## config.mk

```make
export PLATFORM = sky130hd
export DESIGN_NAME = data_mem_responder
export DESIGN_NICKNAME = d
export VERILOG_FILES = /design/src/rtl/data_mem_responder.sv
export SDC_FILE = /design/constraint.sdc
export NUM_CORES = 2
export LEC_CHECK = 0
export CORE_MARGIN = 2
export CORE_UTILIZATION = 50
export DETAILED_ROUTE_END_ITERATION = 8
export PLACE_DENSITY_LB_ADDON = 0.3
export SYNTH_ARGS = -nofsm -noshare
export SYNTH_HDL_FRONTEND = slang
export SYNTH_SLANG_ARGS = --single-unit
export TNS_END_PERCENT = 50
```

## constraint.sdc

```tcl
create_clock -name CLK -period 4.3 [get_ports CLK]
set_clock_uncertainty 0.1 [all_clocks]
set_input_delay 0.43 -clock CLK [delete_from_list [all_inputs] [get_ports CLK]]
set_output_delay 0.43 -clock CLK [all_outputs]
set_load 0.05 [all_outputs]
```

## src/rtl/data_mem_responder.sv

```systemverilog
// data_mem_responder: data-memory responder for the core. Word-addressed SRAM model
// behind a req/ready handshake that answers each access after WAIT_CYCLES wait states.
//
// Ports:
//   CLK    in   1   clock, rising edge
//   Reset  in   1   asynchronous active-low reset
//   req    in   1   transfer request, sampled only while idle
//   we     in   1   1 = store, 0 = load, sampled with req
//   addr   in   32  byte address, sampled with req
//   wdata  in   32  store data, sampled with req
//   rdata  out  32  response data, held until the next response
//   ready  out  1   one-cycle response pulse
//   err    out  1   illegal access flag, valid with ready
//   busy   out  1   transfer in flight (state not idle)

module data_mem_responder #(
    parameter int DEPTH_WORDS = 64,
    parameter int WAIT_CYCLES = 2
) (
    input  logic        CLK,
    input  logic        Reset,
    input  logic        req,
    input  logic        we,
    input  logic [31:0] addr,
    input  logic [31:0] wdata,
    output logic [31:0] rdata,
    output logic        ready,
    output logic        err,
    output logic        busy
);

    localparam int AW = $clog2(DEPTH_WORDS);
    localparam logic [3:0] CNT_INIT =
        (WAIT_CYCLES == 0) ? 4'd0 : 4'(WAIT_CYCLES - 1);

    typedef enum logic [1:0] {
        S_IDLE,
        S_WAIT,
        S_RESP
    } state_t;

    state_t      r_state;
    state_t      w_next;
    logic [3:0]  r_cnt;
    logic [3:0]  w_cnt_next;
    logic        w_latch;
    logic        w_enter_resp;

    logic        r_we;
    logic [31:0] r_addr;
    logic [31:0] r_wdata;
    logic [31:0] r_rdata;
    logic        r_ready;
    logic        r_err;
    logic        r_busy;

    logic [31:0] r_mem [DEPTH_WORDS];

    logic        w_we;
    logic [31:0] w_addr;
    logic [31:0] w_wdata;
    logic        w_legal;
    logic [AW-1:0] w_idx;

    always_ff @(posedge CLK or negedge Reset) begin
        if (!Reset) begin
            r_state <= S_IDLE;
            r_cnt   <= 4'd0;
        end else begin
            r_state <= w_next;
            r_cnt   <= w_cnt_next;
        end
    end

    always_comb begin
        w_next       = r_state;
        w_cnt_next   = r_cnt;
        w_latch      = 1'b0;
        w_enter_resp = 1'b0;
        unique case (r_state)
            S_IDLE: begin
                if (req) begin
                    w_latch = 1'b1;
                    if (WAIT_CYCLES == 0) begin
                        w_next       = S_RESP;
                        w_enter_resp = 1'b1;
                    end else begin
                        w_next     = S_WAIT;
                        w_cnt_next = CNT_INIT;
                    end
                end
            end
            S_WAIT: begin
                if (r_cnt == 4'd0) begin
                    w_next       = S_RESP;
                    w_enter_resp = 1'b1;
                end else begin
                    w_cnt_next = r_cnt - 4'd1;
                end
            end
            S_RESP: begin
                w_next = S_IDLE;
            end
            default: begin
                w_next = S_IDLE;
            end
        endcase
    end

    // With zero wait states the response edge is the sampling edge, so the
    // access must come straight from the inputs rather than the latches.
    assign w_we    = (r_state == S_IDLE) ? we    : r_we;
    assign w_addr  = (r_state == S_IDLE) ? addr  : r_addr;
    assign w_wdata = (r_state == S_IDLE) ? wdata : r_wdata;

    // No wrap-around: every bit above the word index must be zero.
    assign w_legal = (w_addr[1:0] == 2'b00) &&
                     (w_addr[31:AW+2] == '0);
    assign w_idx   = w_addr[AW+1:2];

    always_ff @(posedge CLK or negedge Reset) begin
        if (!Reset) begin
            r_we    <= 1'b0;
            r_addr  <= 32'd0;
            r_wdata <= 32'd0;
        end else if (w_latch) begin
            r_we    <= we;
            r_addr  <= addr;
            r_wdata <= wdata;
        end
    end

    always_ff @(posedge CLK or negedge Reset) begin
        if (!Reset) begin
            r_rdata <= 32'd0;
            r_ready <= 1'b0;
            r_err   <= 1'b0;
            r_busy  <= 1'b0;
        end else begin
            r_ready <= w_enter_resp;
            r_err   <= w_enter_resp && !w_legal;
            r_busy  <= (w_next != S_IDLE);
            if (w_enter_resp) begin
                if (!w_legal) begin
                    r_rdata <= 32'd0;
                end else if (w_we) begin
                    r_rdata <= w_wdata;
                end else begin
                    r_rdata <= r_mem[w_idx];
                end
            end
        end
    end

    // Array is never cleared; gating on Reset keeps an aborted store out.
    always_ff @(posedge CLK) begin
        if (Reset && w_enter_resp && w_legal && w_we) begin
            r_mem[w_idx] <= w_wdata;
        end
    end

    assign rdata = r_rdata;
    assign ready = r_ready;
    assign err   = r_err;
    assign busy  = r_busy;

endmodule
```

# --- Word-level counts from Yosys, hierarchy flattened ---
# Memories as Yosys holds them, arrays and structs flattened.
# Cells that the tools add are included.
op_classes:
  n_eq_ne: 3
  n_reduce_logical: 13
  n_addsub: 1
  muxes: 17
ops:
  columns: ["operator", "count"]
  rows:
  - ["$mux 32", 4]
  - ["$logic_not 24->1", 1]
  - ["$mux 4", 2]
  - ["$pmux 4 s2", 1]
  - ["$mux 1", 7]
  - ["$logic_and 1x1->1", 5]
  - ["$logic_not 2->1", 2]
  - ["$logic_not 4->1", 1]
  - ["$mux 2", 2]
  - ["$ne 2x2->1 const B", 2]
  - ["$pmux 2 s2", 1]
  - ["$reduce_bool 2->1", 2]
  - ["$sub 4x1->4 const B", 1]
  - ["$reduce_and 3->1", 1]
  - ["$eq 2x1->1 const B", 1]
  - ["$logic_not 1->1", 1]
word_totals:
  elab_cells: 44
  ram_bits: 2048
  output_inout_bits: 35
  reg_bits: 106
  mem_count: 1
memory_table:
  columns: ["memory", "words", "width", "read_ports", "rd_ports_with_merged_regs", "wr", "line_no", "source"]
  rows:
  - ["r_mem", 64, 32, 1, 0, 1, "57", "logic [31:0] r_mem [DEPTH_WORDS];"]

# --- Depth between registers and ports, before layout ---
logic_depth:
  depth_word: 8
  mapped_depth: 14

# --- Worst setup path after synthesis ---
# OpenSTA, ideal clock, no wires.
synth_path:
  path_kind: "register -> register"
  startpoint: "reg r_state[1]"
  endpoint: "mem r_mem[38][0], enable pin"
  n_path_buf: 6
  stages_incl_launch_ff: 13
  slack_ns: 0.235
  arrival_time_ns: 3.544
  setup_ns: 0.421
  cell_sequence: "dfrtp_1 -> buf_6 -> nor2_1 -> buf_2 -> clkbuf_1 -> nand2_1 -> nand2_1 -> and3_1 -> clkbuf_1 -> clkbuf_1 -> buf_2 -> nand2_1 -> nor2_1"
synth_between:
  elab_chain_cells: 8
  word_cells_on_any_way: 13
  cone_classes: "1 x eq/ne; 5 x mux; 7 x reduce/logical"
synth_lines:
  columns: ["item", "line_no", "source"]
  rows:
  - ["start: declaration", "42", "state_t r_state;"]
  - ["start signal: assignment", "70", "r_state <= w_next;"]
  - ["$logic_not 2->1", "112, 113", null]
  - ["$mux 32", "113", "assign w_addr = (r_state == S_IDLE) ? addr : r_addr;"]
  - ["$logic_not 24->1 / $logic_not 2->1 (equally long branches)", "118, 117", null]
  - ["$logic_and 1x1->1", "117", "assign w_legal = (w_addr[1:0] == 2'b00) &&"]
  - ["$logic_and 1x1->1 (2 in a row)", "157", "if (Reset && w_enter_resp && w_legal && w_we) begin"]
  - ["$mux 1", "157", null]
  - ["$mux 1 (not written as such)", "158", "r_mem[w_idx] <= w_wdata;"]
  - ["end: declaration", "57", null]
# Parallel ways exist; a longest one is shown, timed or not.

# --- Final worst setup path ---
layout_path:
  startpoint: "reg r_state[0]"
  endpoint: "reg r_rdata[22] (netlist: rdata[22])"
layout_between:
  elab_chain_cells: 5
  word_cells_on_any_way: 12
  cone_classes: "1 x eq/ne; 6 x mux; 4 x reduce/logical; 1 x memory"
layout_lines:
  columns: ["item", "line_no", "source"]
  rows:
  - ["$logic_not 2->1", "112, 113, 114", null]
  - ["$mux 32", "113", null]
  - ["$mem_v2 64x32, or another cell as far along", null, null]
  - ["$mux 32 / $logic_and 1x1->1 (equally long branches)", "146, 117", null]
  - ["$mux 32", "144", "if (!w_legal) begin"]
  - ["end signal: assignment", "147", "r_rdata <= w_wdata;"]
  - ["end signal: assignment", "149", "r_rdata <= r_mem[w_idx];"]
  - ["end: declaration", "52", "logic [31:0] r_rdata;"]
# Parallel ways exist; a longest one is shown, timed or not.
# A chain may end at the register's enable or synchronous reset.

==> impl_metrics.csv <==
group,metric,value,unit
setup_path,cp-start-kind,"flip-flop",
setup_path,critical_path.top_delay_family,"compound AO/OA/AOI/OAI gates",
logic_synthesis,synth_top_area_share,75.4,%
clock_network,clkLatencyLatePin,860,ps
logic_synthesis,async_flop_share,4.92,%
setup_path,r2r_slack,100,ps
die,floorplan.core_area,162000,um^2
sta,final_min_period_over_clock_period,97.6,%
die,die-width,408,um
setup_path,cp_slowest_stage_delay,720,ps
global_route,globalRouteMet2Util,52.0,%
sta,hold_viol_final,0,
global_route,initial_antenna_violation_count,11,
setup_path,rr_startpoint,"r_state[0]",
global_route,grtUsageTotal,35.6,%
logic_synthesis,post_synth_instance_area,81600,um^2
setup_path,crit_path_max_fanout,35,
logic_synthesis,number_of_enable_flip_flop_cells_after_synthesis,2048,
clock_network,clockRootBuffer,"sky130_fd_sc_hd__clkbuf_16",
logic_synthesis,yosys.cell_types.count,79,
placed_design,placedInstanceArea,88600,um^2
setup_path,worst_path_max_delay_cell,"sky130_fd_sc_hd__a311oi_1",
pwr,peak_supply_drop,0.939,mV
global_route,grt_max_degree,71,
clock_network,largest_buffer_count_on_any_clock_path,3,
global_route,grt_use_met3,11.4,%
clock_network,cts.sinks,2154,
cells_and_area,areaGrowthSynthToFinish,17.4,%
cells_and_area,fillCellCount,12000,
drt,vias,56400,
sta,final_layout_worst_hold_slack,17.3,ps
setup_path,critPathMostFrequentCell,"sky130_fd_sc_hd__buf_4",
clock_network,tritoncts,"built",
sta,period_needed,4200,ps
cells_and_area,layout.cells.most_common_list,"sky130_fd_sc_hd__edfxtp_1, sky130_fd_sc_hd__nand2_1, sky130_fd_sc_hd__o22ai_1",
die,dieArea,166000,um^2
global_route,first_global_vias,52900,
clock_network,h-tree-depth,4,
min_path,worst_hold_path_depth,3,
drt,route.detailed.drc,0,
logic_synthesis,synthesis.instances,5366,
clock_network,cts.reportedPaths.clkPinSlew,60,ps
setup_path,crit-reg2reg-capture,"rdata[22]",
placed_design,place.port_buffers,102,
drt,antenna_left,0,
pwr,leakagePower,0.0318,uW
cells_and_area,drive_above_1_share,14.5,%
drt,routed_wirelength,301000,um
logic_synthesis,postSynthAreaPerCell,15.2,um^2
clock_network,number_of_buffers_added_for_setup_after_cts,0,
die,initial_core_util,50.2,%
pwr,power-per-cell-area,756,nW/um^2
cells_and_area,multiInputGateArea,16400,um^2
cells_and_area,layoutNonFillerInstCount,8096,
min_path,hold_path_class,"input pin to flip-flop",
global_route,grt-ovfl-total,0,
drt,firstDrtPassIters,7,
min_path,min_from,"addr[15]",
setup_path,timing.critical_path.cells,"nor2_4 -> buf_4 -> mux2i_1 -> buf_4 -> nand3_1 -> buf_4 -> a311oi_1 -> o2111ai_1 -> o31ai_1",
logic_synthesis,synth.ff_latch_count,2154,
global_route,grt_pass1_wl,415000,um
cells_and_area,finish.instance_area,95800,um^2
placed_design,gp_congestion,0.941,
die,core_rows,148,
cells_and_area,area.sequential,64200,um^2
logic_synthesis,dominant_cell_type_by_area_after_synthesis,"sky130_fd_sc_hd__edfxtp_1",
sta,timing_worst_slew_pin_value,1300,ps
sta,rsz_0062_raised_after_global_routing,"no",
die,design.portCount,103,
setup_path,cp_data_arrival_time,4860,ps
logic_synthesis,nets_in_the_synthesized_netlist,5436,
sta,final-setup-viol-count,0,
drt,wl_per_cell,37.2,um
logic_synthesis,ys_seq_area_share,78.6,%
placed_design,inst_count_dp,7692,
setup_path,critPathRequiredTime,4970,ps
sta,timing.slew.headroom,13.1,%
flow_run,cap_violations,0,
placed_design,dpl.hpwl,178000,um
cells_and_area,mostFrequentLayoutCell,"sky130_fd_sc_hd__edfxtp_1",
sta,drv_slew,0,
sta,fmax,238,MHz
logic_synthesis,synth.area.top_cells,"sky130_fd_sc_hd__edfxtp_1, sky130_fd_sc_hd__nand2_1, sky130_fd_sc_hd__o22ai_1",
setup_path,reg2regPathDepth,9,
drt,route.detailed.vias_per_inst,6.96,
global_route,globalRoute.busiestLayer,"met2",
clock_network,tritoncts_buffers,208,
cells_and_area,final_net_count,5812,
min_path,timing.hold.worst_endpoint,"r_addr[15]",
logic_synthesis,yosys_warnings,0,
setup_path,critical_path.endpoint_type,"flip-flop",
setup_path,crit_type,"flip-flop to flip-flop",
die,die-height,408,um
global_route,met1_usage,47.0,%
outcome,outcome,"finished clean",
logic_synthesis,synth_flop_cell,"sky130_fd_sc_hd__edfxtp_1",
drt,detailedRoute.firstIterationViolations,11200,
setup_path,worst-path-buf-inv,3,
how the worst max path moves through the flow:
stage,from,to,cells after the start
after detailed placement,addr[2],rdata[29],11
final,r_state[0],rdata[22],9
after global routing,r_state[0],rdata[18],12
after floorplan,r_state[1],r_mem[38][0],12
after CTS,r_state[0],rdata[29],11
after global placement,addr[2],rdata[29],11
synthesized netlist by cell type, drive strengths merged (8+ instances only):
master,count
edfxtp,2048
nand2,915
o22ai,459
a21oi,315
buf,270
nor2,249
nand3,110
dfrtp,106
a31oi,84
clkbuf,82
mux2i,77
o21ai,68
o221ai,66
a32oi,61
nor3,59
a22oi,56
nor4,33
nand4,29
a22o,27
o31ai,23
a211oi,22
o22a,22
or4,20
o2111ai,19
a32o,15
a221oi,9
o211ai,9
a211o,8
a221o,8
inv,8
where the power goes:
| group | switching (uW) | internal [uW] | leakage, uW | total (uW) |
|---|---|---|---|---|
| clock | 7950 | 10800 | 0.00340 | 18800 |
| combinational | 19200 | 6540 | 0.00852 | 25800 |
| sequential | 529 | 27400 | 0.0199 | 27900 |
| total | 27700 | 44700 | 0.0318 | 72400 |
area by class of cell:
class                      instances  share of cell area [%]
multi-input combinational       2852                    17.1
clock buffer                     254                    5.73
clock inverter                   129                    1.51
inverter                           8                  0.0314
tap                             2175                    2.84
timing repair buffer             518                    5.80
antenna                            6                  0.0157
sequential                      2154                    67.0
sequential cells by signal, summed over array words and instances (netlist names):
name     cells
err          1
r_mem     2048
busy         1
ready        1
r_addr      32
r_wdata     32
r_state      2
r_cnt        4
rdata       32
r_we         1
metrics by stage:
step | util (%) | power (uW) | setup slack, ps | setup TNS [ps]
2_1_floorplan | - | 40900 | 235 | 0
3_3_place_gp | 54.6 | 52500 | -36.2 | -36.2
3_5_place_dp | 54.6 | 52900 | -88.5 | -95.6
4_1_cts | 59.0 | 71400 | 16.4 | 0
5_1_grt | 59.0 | 73700 | 80.6 | 0
6_report | 59.0 | 72400 | 104 | 0
repair_timing:
item                       in CTS  in global routing
hold buffers                   15                  0
resized for setup               1                  2
hold endpoints to repair      119                  0
setup endpoints to repair       1                  2
kinds of logic (layout without fill, tap and decap cells):
| family | Yosys count | in the layout | synth area share, % |
|---|---|---|---|
| other cells | 0 | 6 | 0 |
| flops | 2154 | 2154 | 78.6 |
| fa+ha+maj | 2 | 2 | 0.0307 |
| mux | 82 | 82 | 1.03 |
| compound gates | 1313 | 1313 | 10.7 |
| buf+inv | 360 | 909 | 2.20 |
| simple gates | 1453 | 1453 | 7.42 |
| xor+xnor | 2 | 2 | 0.0215 |
worst min-delay path: stages:
cell,delay [ps]
sky130_fd_sc_hd__clkdlybuf4s50_1,410
sky130_fd_sc_hd__nand2_1,60
sky130_fd_sc_hd__nand2_1,40
per-layer routing:
layer	part of all wire, %	up-vias
met5	0.037	-
met1	33	28000
met2	43	5384
met3	17	1133
li1	-	21800
met4	7.5	18
Power figures use the tool's default switching activity.
